`src/rtl/arb_pkg.sv`:
```
// Shared types and helpers for the three-requester round-robin arbiter.
//   NREQ_C      : number of requesters (fixed at 3)
//   arb_state_t : FSM states IDLE / GRANT
//   sel_t       : 2-bit datapath mux select, values SEL_R0..SEL_R2
package arb_pkg;

    localparam int NREQ_C = 3;

    typedef enum logic {
        IDLE  = 1'b0,
        GRANT = 1'b1
    } arb_state_t;

    typedef logic [1:0] sel_t;

    localparam sel_t SEL_R0 = 2'd0;
    localparam sel_t SEL_R1 = 2'd1;
    localparam sel_t SEL_R2 = 2'd2;

    // Requester index + 1, wrapping 2 -> 0 (3 is never produced).
    function automatic sel_t inc_mod3(input sel_t v);
        return (v == SEL_R2) ? SEL_R0 : sel_t'(v + 2'd1);
    endfunction

    function automatic logic [NREQ_C-1:0] onehot3(input sel_t v);
        logic [NREQ_C-1:0] oh;
        case (v)
            SEL_R0:  oh = 3'b001;
            SEL_R1:  oh = 3'b010;
            SEL_R2:  oh = 3'b100;
            default: oh = 3'b000;
        endcase
        return oh;
    endfunction

endpackage

```
`src/rtl/rr_pick3.sv`:
```
// Combinational round-robin pick among three requesters.
//   req_i   : request vector
//   ptr_i   : first requester to consider; search order ptr, ptr+1, ptr+2 (mod 3)
//   excl_i  : requesters removed from consideration
//   found_o : some non-excluded requester is asking
//   idx_o   : index of the winner (SEL_R0 when nothing found)
module rr_pick3
    import arb_pkg::*;
(
    input  logic [NREQ_C-1:0] req_i,
    input  sel_t              ptr_i,
    input  logic [NREQ_C-1:0] excl_i,
    output logic              found_o,
    output sel_t              idx_o
);

    logic [NREQ_C-1:0] cand;
    sel_t              pos;

    // NOTE: every variable driven here gets a default first, so no path can leave it unassigned and infer a latch.
    always_comb begin
        found_o = 1'b0;
        idx_o   = SEL_R0;
        cand    = req_i & ~excl_i;
        pos     = ptr_i;
        for (int k = 0; k < NREQ_C; k++) begin
            if (!found_o && cand[pos]) begin
                found_o = 1'b1;
                idx_o   = pos;
            end
            pos = inc_mod3(pos);
        end
    end

endmodule

```
`src/rtl/port_arbiter3.sv`:
```
// Round-robin arbiter / sequencer for a shared 3-input datapath mux.
// Grants one requester at a time and holds the grant for a multi-beat
// transfer until that requester's last beat is accepted, it drops req
// (abort), or the beat stalls for TIMEOUT cycles.
//   clk, rst_n  : clock, asynchronous active-low reset
//   req[2:0]    : per-requester request (held until last beat accepted)
//   last[2:0]   : per-requester "current beat is final" marker
//   mem_ready   : downstream accepts the presented beat
//   mem_valid   : a beat is presented downstream (req[owner] while busy)
//   sel[1:0]    : datapath mux select, holds its value while idle
//   gnt[2:0]    : one-hot grant to the owner, zero when idle
//   busy        : an owner exists
//   timeout_err : one-cycle pulse after a timeout release
module port_arbiter3
    import arb_pkg::*;
#(
    parameter int NREQ    = 3,
    parameter int TIMEOUT = 16
) (
    input  logic            clk,
    input  logic            rst_n,
    input  logic [NREQ-1:0] req,
    input  logic [NREQ-1:0] last,
    input  logic            mem_ready,
    output logic            mem_valid,
    output sel_t            sel,
    output logic [NREQ-1:0] gnt,
    output logic            busy,
    output logic            timeout_err
);

    localparam int               CW        = $clog2(TIMEOUT);
    localparam logic [CW-1:0]    STALL_MAX = CW'(TIMEOUT - 1);

    arb_state_t      state_q, state_d;
    sel_t            owner_q, owner_d;
    sel_t            ptr_q,   ptr_d;
    logic [CW-1:0]   stall_q, stall_d;
    logic            terr_q,  terr_d;

    logic [NREQ-1:0] owner_oh;
    logic            busy_w, valid_w;
    logic            accept, done, abort, stalled, tmo, release_w;
    sel_t            pick_ptr, pick_idx;
    logic [NREQ-1:0] pick_excl;
    logic            pick_found;

    assign owner_oh  = onehot3(owner_q);
    assign busy_w    = (state_q == GRANT);
    assign valid_w   = busy_w & |(req & owner_oh);
    assign accept    = valid_w & mem_ready;
    assign done      = accept & |(last & owner_oh);
    assign abort     = busy_w & ~valid_w;
    assign stalled   = valid_w & ~mem_ready;
    // An accepted beat is never stalled, so accept always beats timeout.
    assign tmo       = stalled & (stall_q == STALL_MAX);
    assign release_w = done | abort | tmo;

    // On release the search starts after the old owner, so it is picked
    // only when alone. After a completed transfer its req is still high in
    // the accept cycle but is stale, hence the explicit exclusion.
    assign pick_ptr  = busy_w ? inc_mod3(owner_q) : ptr_q;
    assign pick_excl = done ? owner_oh : '0;

    rr_pick3 u_pick (
        .req_i   (req),
        .ptr_i   (pick_ptr),
        .excl_i  (pick_excl),
        .found_o (pick_found),
        .idx_o   (pick_idx)
    );

    // NOTE: sequential state uses non-blocking assignments so every register samples pre-edge values.
    always_ff @(posedge clk or negedge rst_n) begin
        if (!rst_n) begin
            state_q <= IDLE;
            owner_q <= SEL_R0;
            ptr_q   <= SEL_R0;
            stall_q <= '0;
            terr_q  <= 1'b0;
        end else begin
            state_q <= state_d;
            owner_q <= owner_d;
            ptr_q   <= ptr_d;
            stall_q <= stall_d;
            terr_q  <= terr_d;
        end
    end

    always_comb begin
        state_d = state_q;
        owner_d = owner_q;
        ptr_d   = ptr_q;
        stall_d = stall_q;
        terr_d  = 1'b0;
        case (state_q)
            IDLE: begin
                if (pick_found) begin
                    state_d = GRANT;
                    owner_d = pick_idx;
                    stall_d = '0;
                end
            end
            GRANT: begin
                if (release_w) begin
                    ptr_d   = inc_mod3(owner_q);
                    stall_d = '0;
                    terr_d  = tmo & ~done;
                    if (pick_found) begin
                        owner_d = pick_idx;
                    end else begin
                        state_d = IDLE;
                    end
                end else if (accept) begin
                    stall_d = '0;
                end else if (stalled) begin
                    stall_d = stall_q + CW'(1);
                end
            end
            default: state_d = IDLE;
        endcase
    end

    always_comb begin
        busy        = busy_w;
        sel         = owner_q;
        gnt         = busy_w ? owner_oh : '0;
        mem_valid   = valid_w;
        timeout_err = terr_q;
    end

endmodule

```
`config.mk`:
```
export PLATFORM = sky130hd
export DESIGN_NAME = port_arbiter3
export DESIGN_NICKNAME = d
export VERILOG_FILES = /design/src/rtl/arb_pkg.sv /design/src/rtl/rr_pick3.sv /design/src/rtl/port_arbiter3.sv
export SDC_FILE = /design/constraint.sdc
export NUM_CORES = 1
export LEC_CHECK = 0
export ABC_AREA = 0
export CELL_PAD_IN_SITES_DETAIL_PLACEMENT = 0
export CELL_PAD_IN_SITES_GLOBAL_PLACEMENT = 1
export CORE_MARGIN = 4
export CORE_UTILIZATION = 37
export CTS_BUF_LIST = sky130_fd_sc_hd__clkbuf_16
export CTS_CLUSTER_DIAMETER = 200
export DETAILED_ROUTE_END_ITERATION = 16
export GPL_ROUTABILITY_DRIVEN = 0
export PLACE_DENSITY = 0.84
export SETUP_SLACK_MARGIN = 0.5
export SKIP_CTS_REPAIR_TIMING = 1
export SLEW_MARGIN = 25
export SYNTH_ARGS = -nofsm -noshare
export SYNTH_HDL_FRONTEND = slang
export SYNTH_HIERARCHICAL = 1
export SYNTH_SLANG_ARGS = --single-unit
```
`constraint.sdc`:
```
create_clock -name clk -period 5.9 [get_ports clk]
set_input_delay 0.59 -clock clk [delete_from_list [all_inputs] [get_ports clk]]
set_output_delay 0.59 -clock clk [all_outputs]
set_load 0.02 [all_outputs]
```
==> impl_summary.md, run 1 <==
Routing
Summed over all nets, wire length on met3 after detailed routing comes to 126 um. Wire segments on met2 add up to 569 um in the final route. The DRC violation count after routing is 0. The final layout contains routed wiring with a total length of 1.42 mm. The pre-antenna-repair detailed-routing pass consisted of 4 iterations.

In the final routing, the length of wire on met1 measures 694 um. The routed length per placed instance is 12.5 um. Across all layers, the routed design uses 567 vias.

The highest metal layer used by the detailed router is met4. The count of nets left with antenna violations once routing finished came out at 0. The number of DRC violations after detailed-routing iteration 0 is 17. The routed via count divided by cell count is 5.02.

Run
Max-cap violations in this run came to 0.

Yosys
In this run, synthesis produced a sequential element count of 10. The Yosys warning count is 6. Counting every net in the synthesized netlist gives 81.

The proportion of synthesized chip area in sequential cells is 37.3%. The cell area that synthesis handed to floorplanning was 671 um2. The number of distinct library cell variants in the gate-level netlist after synthesis is 30.

The mean instance size in the synthesized netlist is 9.45 um2. The cell count after synthesis came out at 71.

Placed design
The final HPWL from detailed placement is 1.12 mm. The post-place setup slack is 3.03 ns. Buffers placed on the I/O ports in this run total 16.

Worst setup path
Counting cells, the worst reg-to-reg path comes to 9. The arrival time of the worst setup path is 2.29 ns. Setup slack on the worst reg-to-reg path comes out at 3.66 ns. STA classifies the critical path endpoint as an output port. The maximum fanout along the worst path is 4. The signal on the critical path passes through clkdlybuf4s50_1 -> mux2i_1 -> o21ai_1 -> nand2_1 -> inv_2 -> clkdlybuf4s50_1. The total buffers and inverters traversed by the critical path is 3.

The critical path runs through a total of 6 cells. By instance count, the cell type seen most on the critical path is clkdlybuf4s50_1. Grouping stages by cell kind, the critical path spends the most delay in buffers and inverters.

The kind of launch point of the worst setup path is an input pin. At the worst endpoint, the required time is 5.31 ns. The critical-path cell with the highest stage delay is clkdlybuf4s50_1. For this run, the slowest stage of the critical path takes 0.60 ns. The worst setup path is of the input pin to output port kind.

Global routing
The first global-routing pass estimated 2.50 mm of wire. The largest net degree at the start of global routing is 12. The via count of the first global-routing pass is 558. Global routing used 13.1% of the available tracks. The overall overflow remaining after global route is 0. The number of antenna violations at the first check in global routing is 0.

Pwr
Dividing total power by cell area gives a power density of 448 nW/um2. In this run the static leakage power is 0.393 nW. The maximum vdd ir drop is 0.209 mV.

Final layout
The repair_antennas step left the layout with diodes totalling 0. In the final design database the tool counted 100 nets. The top cell types in the final layout, fill and taps aside, are clkdlybuf4s50_1 (16), dfrtp_1 (10), nand2_1 (7), nand3_1 (5). The library cell used most frequently in the layout, excluding fill and tap cells, is clkdlybuf4s50_1. The number of fill cells in the layout is 177. Cells with a size suffix above 1 make up 12.5% of the layout. Relative to the synthesized area, the layout overhead comes to 36.4%.

Clock network
The TritonCTS clock tree is yes. The number of clock sinks is 10. Clock tree synthesis selected as its root buffer the cell clkbuf_16. The clock transition at the register clock pins on the worst setup and hold paths after CTS is 0.04 ns. At the later pin of the worst-skew pair, clock insertion delay measures 0.23 ns. In this run the number of H-tree levels came out at 1. The clock passes through at most 2 buffers. The number of buffers created by CTS is 3.

Timing
The sum of negative setup slack is 0 ns. The maximum clock frequency is 0.347 GHz. For the pin with the worst max-slew slack, the measured transition is 0.431 ns.

Setup repair after global routing left no endpoint under its margin. The routed design could run at a clock period as short as 2.88 ns. The worst path meets setup with 3.02 ns of slack. The headroom to the max-slew limit is 71.2%. The number of endpoints with negative hold slack in the final report is 0. Between clock sinks in the finished design, the worst skew comes to 0.00136 ns. Setup violations remaining at the end of the flow were counted as 0. The number of pins with negative max-slew slack in the final report is 0. The worst path uses 48.8% of the clock period.

Die
From left edge to right edge, the die measures 50.6 um. The die covers 2560 um2. Pin placement for this block handled 17 I/O pins. In this run the standard cell core region covers 1730 um2. The starting density of the core is 38.8%. The number of standard-cell rows in the floorplan is 15. The vertical extent of the die is 50.6 um.

Outcome
The flow ran to the end, and the final reports show no timing, DRC or antenna violations.

Hold path
Counting instances, the worst hold path has a depth of 1. The worst hold path class is flop to flop.
==> flip-flops by register name, indices dropped and copies added, names as in the netlist <==
signal,count
busy,1
sel,2
timeout_err,1
ptr_q,2
stall_q,4
==> cells by family after synthesis <==
kind of cell             Yosys count  synth area share, %
buffers and inverters              8                 6.72
XOR/XNOR                           1                 1.31
flip-flops                        10                 37.3
adder cells (fa/ha/maj)            1                 1.87
multiplexers                       8                 13.1
AND/OR/NAND/NOR                   30                 26.5
AO/OA/AOI/OAI                     13                 13.2
==> final timing paths <==
check,startpoint,to
min reg2reg,ptr_q[1]$_DFFE_PN0P_,ptr_q[1]$_DFFE_PN0P_
min,ptr_q[1]$_DFFE_PN0P_,ptr_q[1]$_DFFE_PN0P_
max,req[1],mem_valid
max reg2reg,sel[0]$_DFFE_PN0P_,sel[1]$_DFFE_PN0P_
min in group asynchronous,rst_n,stall_q[1]$_DFFE_PN0P_
max in group asynchronous,rst_n,stall_q[0]$_DFFE_PN0P_
==> area by class of cell <==
cell class              instances  area [um2]  share of cell area [%]
inverters                       6        22.5                    2.46
multi-input cells              53         375                    41.0
repair buffers                 16         160                    17.5
flip-flops and latches         10         250                    27.4
clock buffers                   3        75.1                    8.21
well taps                      25        31.3                    3.42
==> metal layers <==
metal | track usage, % | vias to the layer above
li1 | - | 287
met1 | 16.7 | 255
met2 | 18.5 | 20
met3 | 4.15 | 5
met4 | 9.42 | 0
met5 | 0 | -
==> per-stage QoR <==
step / cells / instance area, um2 / hold WS (ns) / total power, mW / util [%]
2_1_floorplan: 71 / 671 / 0.294 / 0.238 / -
3_3_place_gp: 110 / 840 / 0.476 / 0.296 / 48.6
3_5_place_dp: 110 / 840 / 0.485 / 0.297 / 48.6
4_1_cts: 113 / 915 / 0.494 / 0.415 / 53.0
5_1_grt: 113 / 915 / 0.513 / 0.440 / 53.0
6_report: 113 / 915 / 0.488 / 0.410 / 53.0
==> power by group <==
group          total, mW  internal [mW]  switching (mW)  leakage (nW)
clock              0.114         0.0874          0.0264        0.0370
sequential         0.108         0.0855          0.0226         0.128
combinational      0.188         0.0934          0.0946         0.228
total              0.410          0.266           0.144         0.393
==> cells in the mapped netlist <==
cell	n	area share, %
xnor2_1	1	1.3
o311a_1	1	1.5
dfrtp_1	10	37
nand2_1	7	3.9
inv_1	4	2.2
and3b_2	1	1.5
ha_1	1	1.9
inv_2	2	1.1
mux2_2	2	3.4
nand3_1	5	3.7
nand3b_1	2	2.2
a21bo_1	1	1.5
nor4b_2	1	2.2
nand4b_1	2	2.6
nor3_2	1	1.5
o21ai_1	3	2.2
o21ai_0	1	0.75
nor3_1	2	1.5
buf_6	2	3.4
mux2i_1	2	3.0
nor2b_2	1	1.3
a21o_1	1	1.1
mux2_1	4	6.7
nor2_1	4	2.2
a21oi_1	2	1.5
a31oi_1	1	0.93
and2_1	2	1.9
o31ai_1	2	2.2
a32o_1	1	1.5
nand2b_1	2	1.9
Note: power is estimated with default switching activity, not from simulation.
==> run 2, diff against run 1 <==
CORE_UTILIZATION = 31   (was 37)
PLACE_DENSITY = 0.76   (was 0.84)
clock period = 2.4 ns   (was 5.9 ns; I/O delays follow)
==> run 2 against run 1 <==
  * Register-to-register slack worse by 3.2 ns
  * Combinational power rose to 3.4 times the previous value
  * Global-route usage down 1.0 points
  * Clock-buffer cell count unchanged
  * Worst hold slack worse by 0.16 ns
  * Setup slack worse by 2.6 ns
  * Non-clock buffer count up 8
  * Clock skew up 0.0045 ns
  * Sequential cell count unchanged
  * Clock power rose to 2.6 times the previous value
  * Critical endpoint is now sel[1]$_DFFE_PN0P_
  * Largest cell class unchanged
==> impl_summary.md, run 2 (synthesized netlist as in run 1, its figures left out) <==
Timing
For the pin with the worst max-slew slack, the measured transition is 0.466 ns. Headroom to the max-slew limit came out at 68.8%. The number of pins with negative max-slew slack in the final report is 0. The tightest hold path in the finished design has a slack of 0.324 ns. Clock skew on the completed layout was measured at 0.00587 ns. Of the available clock period, the critical path in the final layout requires 80.6%.

The final period demand of the worst path is 1.94 ns. Summed over all failing endpoints, the final setup total negative slack is 0 ns. The maximum clock frequency is 0.517 GHz. Setup repair after global routing could not meet its margin everywhere.

The number of setup violations in the final report is 0. The final setup slack of the worst path is 0.464 ns. The number of endpoints with negative hold slack in the final report is 0.

Final layout
stall_q holds more flip-flops than any other register. The number of nets at the end of the flow is 108. 0 antenna diodes ended up in the layout.

Once layout is done, the placed cells without fillers occupy 1080 um2. The library cell used most frequently in the layout, excluding fill and tap cells, is clkdlybuf4s50_1. The top cell types in the final layout, fill and taps aside, are clkdlybuf4s50_1 (11), dfrtp_1 (7), nand2_1 (6), buf_4 (6), dlymetal6s2s_1 (5). The relative area change from synthesis to final layout is 61.8%.

The flip-flop count of the largest register after layout is 4. The share of final-layout standard cells stronger than drive strength 1 is 37.1%.

Worst setup path
The category of the most critical setup path is flop to flop. The kind of launch point of the worst setup path is a flop. Of all nets on the critical path, the largest fanout is 6. The arrival time of the worst setup path is 2.06 ns. The type of destination of the critical path is a flop. The required time at the worst-slack endpoint is 2.52 ns.

Routing
The routed layout has 633 vias. In this run, the number of DRC markers left after iteration 0 of detailed routing was 12. The routed length per placed instance is 14.0 um. Wires add up to 1.74 mm. The residual antenna-violating net count after detailed routing is 0. The routed via count divided by cell count is 5.10. The pre-antenna-repair detailed-routing pass consisted of 4 iterations. The DRC violation count after routing is 0.

Die
17 I/O pins were placed. The core box area is 2000 um2. The die covers 2970 um2. The floorplan die width is 54.5 um.

For this configuration, the core starts out at a cell density of 33.5%. The floorplan has 16 rows. The vertical extent of the die is 54.5 um.

Placed design
The post-place setup slack is 0.241 ns. Detailed placement ended at an HPWL of 1.19 mm. The instance area after placement is 912 um2.

Input and output buffers added on the ports amount to 16.

Clock network
Clock tree synthesis inserted a total of 3 buffers. The H-tree depth reported by CTS is 1. The root buffer selected by CTS is clkbuf_16. Counting along the longest clock path gives a buffer depth of 2. After clock tree synthesis, the clock-pin slew on the worst setup and hold paths is 0.04 ns. The TritonCTS clock tree is yes. The later pin in the worst-skew pair is clocked with a latency of 0.24 ns. The number of clock sinks is 10.

Global routing
The number of antenna violations at the first check in global routing is 0. The overall track demand over capacity in global routing is 12.1%. The overall overflow remaining after global route is 0. The via count of the first global-routing pass is 573. Entering global routing, the biggest net connects 12 pins.

The wire length of the first global-routing pass is 2.48 mm.

Hold path
The worst hold path class is input pin to async pin.

Pwr
The power per unit of standard cell area is 1110 nW/um2. Summed over all cells, the static leakage comes to 0.515 nW. The maximum vdd ir drop is 0.540 mV.

Outcome
The flow ran to the end, and the final reports show no timing, DRC or antenna violations.

Run
Max-cap violations in this run came to 0.
## run 2: area by class of cell
class                   instances  area [um2]
well taps                      27        33.8
inverters                       6        22.5
repair buffers                 24         243
clock buffers                   3        75.1
clock inverters                 1        3.75
flip-flops and latches         10         254
multi-input cells              53         453
fillers                       193         917
## run 2: critical path, cell delays in order, from the launching register on
cell and delay (ns):
dfrtp_2 0.42, mux2i_2 0.24, o21ai_2 0.09, nand2_2 0.13, nor2_4 0.05, nand3b_1 0.21
nand3_2 0.13, inv_2 0.05, a31oi_4 0.18, mux2_4 0.32
## run 2: where the power goes
group / leakage (nW) / internal (mW) / switching [mW]
logic: 0.348 / 0.336 / 0.305
clock network: 0.0423 / 0.218 / 0.0800
registers: 0.125 / 0.214 / 0.0504
## run 2: routing by layer
layer | vias to the layer above | GRT usage, % | share of wire [%] | wire [um]
met5 | - | 0 | 0 | 0
met4 | 0 | 4.98 | 2.5 | 43
met3 | 6 | 4.90 | 5.7 | 99
met2 | 20 | 21.5 | 50 | 878
met1 | 302 | 12.5 | 41 | 721
li1 | 305 | - | - | -
## run 2: path summary, 6_finish.rpt
kind | from | end | slack (ns) | depth (start not counted)
setup / recovery | sel[0]$_DFFE_PN0P_ | sel[1]$_DFFE_PN0P_ | 0.46 | 9
min in group clk | req[0] | busy$_DFF_PN0_ | 0.48 | 4
setup reg to reg | sel[0]$_DFFE_PN0P_ | sel[1]$_DFFE_PN0P_ | 0.46 | 9
hold reg to reg | ptr_q[0]$_DFFE_PN0P_ | ptr_q[0]$_DFFE_PN0P_ | 0.49 | 1
hold / removal | rst_n | ptr_q[1]$_DFFE_PN0P_ | 0.32 | 1
max in group asynchronous | rst_n | busy$_DFF_PN0_ | 1.73 | 1
## run 2: stage by stage
stage | cells | total power, mW | utilization, %
CTS | 117 | 1.12 | 49.5
detailed placement | 113 | 0.814 | 45.6
global route | 124 | 1.27 | 54.2
floorplan | 71 | 0.649 | -
global placement | 113 | 0.812 | 45.6
finish | 124 | 1.20 | 54.2
==> run 3, diff against run 2 <==
CORE_UTILIZATION = 35   (was 31)
PLACE_DENSITY = 0.8   (was 0.76)
clock period = 1.97 ns   (was 2.4 ns; I/O delays follow)
==> run 3 against run 2 <==
  * Power up 20%
  * Highest routed layer unchanged
  * Setup slack worse by 0.36 ns
  * Clock power up 19%
  * Sequential cell count unchanged
  * Largest cell class unchanged
  * Combinational power up 20%
  * Die area down 9.8%
  * Clock-buffer cell count unchanged
  * Core utilization up 7.4 points
  * Sequential power up 21%
  * Sequential share of layout area down 0.26 points
  * Critical endpoint is now gnt[0]
  * Register-to-register slack worse by 0.35 ns
==> impl_summary.md, run 3 (synthesized netlist as in run 1, its figures left out) <==
Routing
In the final routed layout, each cell accounts on average for 12.5 um. The number of detailed-routing iterations run before antenna repair is 4. The count of nets left with antenna violations once routing finished came out at 0. For this run, design rule violations remaining after detail routing come to 0. In the routed layout, each cell is associated on average with a via count of 4.96. The detailed router finished its first iteration with 10 violations. Summing over every cut layer, the via total after detailed routing is 625. The routed wire length is 1.57 mm.

Placed design
Counting tap cells, the placed design contains a total of 122 instances. The placed instances occupy a cell area of 996 um2. Summed over all nets, the half-perimeter wirelength after detailed placement is 1.29 mm. The post-place setup slack is -0.0550 ns. The count of buffers added on input and output ports is 16.

Clock network
The number of buffers created by CTS is 3. The TritonCTS clock tree is yes. The deepest clock path buffer count is 2. The later pin in the worst-skew pair is clocked with a latency of 0.23 ns. The number of clock sinks is 10. The H-tree depth reported by CTS is 1. In this run the clock root is driven by a clkbuf_16. After clock tree synthesis, the clock-pin slew on the worst setup and hold paths is 0.04 ns.

Timing
The headroom to the max-slew limit is 71.7%. Setup violations remaining at the end of the flow were counted as 0. The worst path in the final design needs a cycle of 1.87 ns, including I/O delays and setup. The maximum clock frequency is 0.535 GHz. After layout, the worst path uses 94.8% of the clock period.

Clock skew on the completed layout was measured at 0.00413 ns. The sum of negative setup slack is 0 ns. Setup slack closes at 0.102 ns. The worst hold margin is 0.268 ns. Setup repair after global routing could not meet its margin everywhere.

The number of endpoints with negative hold slack in the final report came to 0. At the pin with the least slew margin, the transition time is 0.423 ns. The number of pins with negative max-slew slack in the final report was 0.

Pwr
The power per unit of standard cell area is 1330 nW/um2. VDD sags by at most 0.660 mV. In this run the static leakage power is 0.507 nW.

Final layout
The number of inserted diodes is 0. The final instance count without filler cells is 126. The register with the most flip-flops in the layout has 4 of them. The share of final-layout standard cells stronger than drive strength 1 is 39.6%. The number of fill cells in the layout is 157. The final non-filler cell area is 1090 um2.

The number of nets at the end of the flow is 112. The library cells used most frequently in the layout, excluding fill and tap cells, are buf_4 (12), clkdlybuf4s50_1 (11), dfrtp_1 (9), nand2_1 (6). The library cell used most frequently in the layout, excluding fill and tap cells, is buf_4. The relative area change from synthesis to final layout is 61.9%. The largest register by flop count is stall_q.

Die
The floorplan has 15 rows. The total die area is 2680 um2. 17 I/O pins were placed. After floorplanning, the core was sized to cover 1760 um2. The initial utilization of the core area, before any placement, comes to 38.0%. The floorplan step set the die height to 51.8 um. In this run the horizontal extent of the chip is 51.8 um.

Global routing
Entering global routing, the biggest net connects 11 pins. The total overflow left after global routing is 0. The via count of the first global-routing pass was 613. The number of antenna violations at the first check in global routing is 0.

The wire length of the first global-routing pass is 2.73 mm. Global routing used 14.1% of the available tracks across all layers.

Worst setup path
Among all stages on the critical path, the largest delay is contributed by clkdlybuf4s50_1. The critical path goes through nor2_2 -> and2_1 -> clkdlybuf4s50_1. The type of destination of the critical path is an output port.

In this design, the stage delay of the slowest critical-path cell is 0.59 ns. Data on the critical path is required at its endpoint by 1.77 ns. The category of the most critical setup path is flop to output port. At the worst endpoint, the arrival time is 1.67 ns. The maximum fanout along the worst path is 7. The kind of launch point of the worst setup path is a flop.

Hold path
In this run the worst hold path is classified as input pin to async pin.

Outcome
The run finished with clean final reports.

Run
Max-cap violations in this run came to 0.
run 3: layer usage:
| layer | routed length [um] | vias up | track usage, % |
|---|---|---|---|
| li1 | - | 314 | - |
| met1 | 704 | 294 | 16.4 |
| met2 | 757 | 15 | 23.9 |
| met3 | 100 | 2 | 5.44 |
| met4 | 8 | 0 | 3.93 |
| met5 | 0 | - | 0 |
run 3: final cells by class:
cell class                 count  area [um2]  share of cell area [%]
clock inverter                 1        3.75                   0.346
sequential                    10         251                    23.2
multi-input combinational     53         447                    41.1
tap                           25        31.3                    2.88
timing repair buffer          28         255                    23.5
inverter                       6        22.5                    2.07
clock buffer                   3        75.1                    6.91
run 3: power by group:
part | switching, mW | internal [mW]
logic | 0.362 | 0.406
clock network | 0.0884 | 0.265
registers | 0.0607 | 0.258
run 3: critical path: cells and delay by family (launching register included):
family,cells,cell delay [ns]
buffers and inverters,1,0.59
AND/OR/NAND/NOR,2,0.39
flip-flops,1,0.45
run 3: worst paths after layout:
kind	startpoint	endpoint	slack, ns	cells past startpoint
min in group clk	ptr_q[0]$_DFFE_PN0P_	ptr_q[0]$_DFFE_PN0P_	0.49	1
max in group asynchronous	rst_n	sel[0]$_DFFE_PN0P_	1.38	1
worst max-delay path	sel[1]$_DFFE_PN0P_	gnt[0]	0.10	3
worst min register to register	ptr_q[0]$_DFFE_PN0P_	ptr_q[0]$_DFFE_PN0P_	0.49	1
worst min-delay path	rst_n	ptr_q[1]$_DFFE_PN0P_	0.27	1
worst max register to register	sel[0]$_DFFE_PN0P_	sel[1]$_DFFE_PN0P_	0.11	9
run 3: metrics by stage:
stage | power [mW] | utilization, %
after global placement | 1.08 | 56.5
after floorplan | 0.805 | -
after global routing | 1.54 | 61.6
after detailed placement | 1.09 | 56.5
after CTS | 1.46 | 60.9
final | 1.44 | 61.6
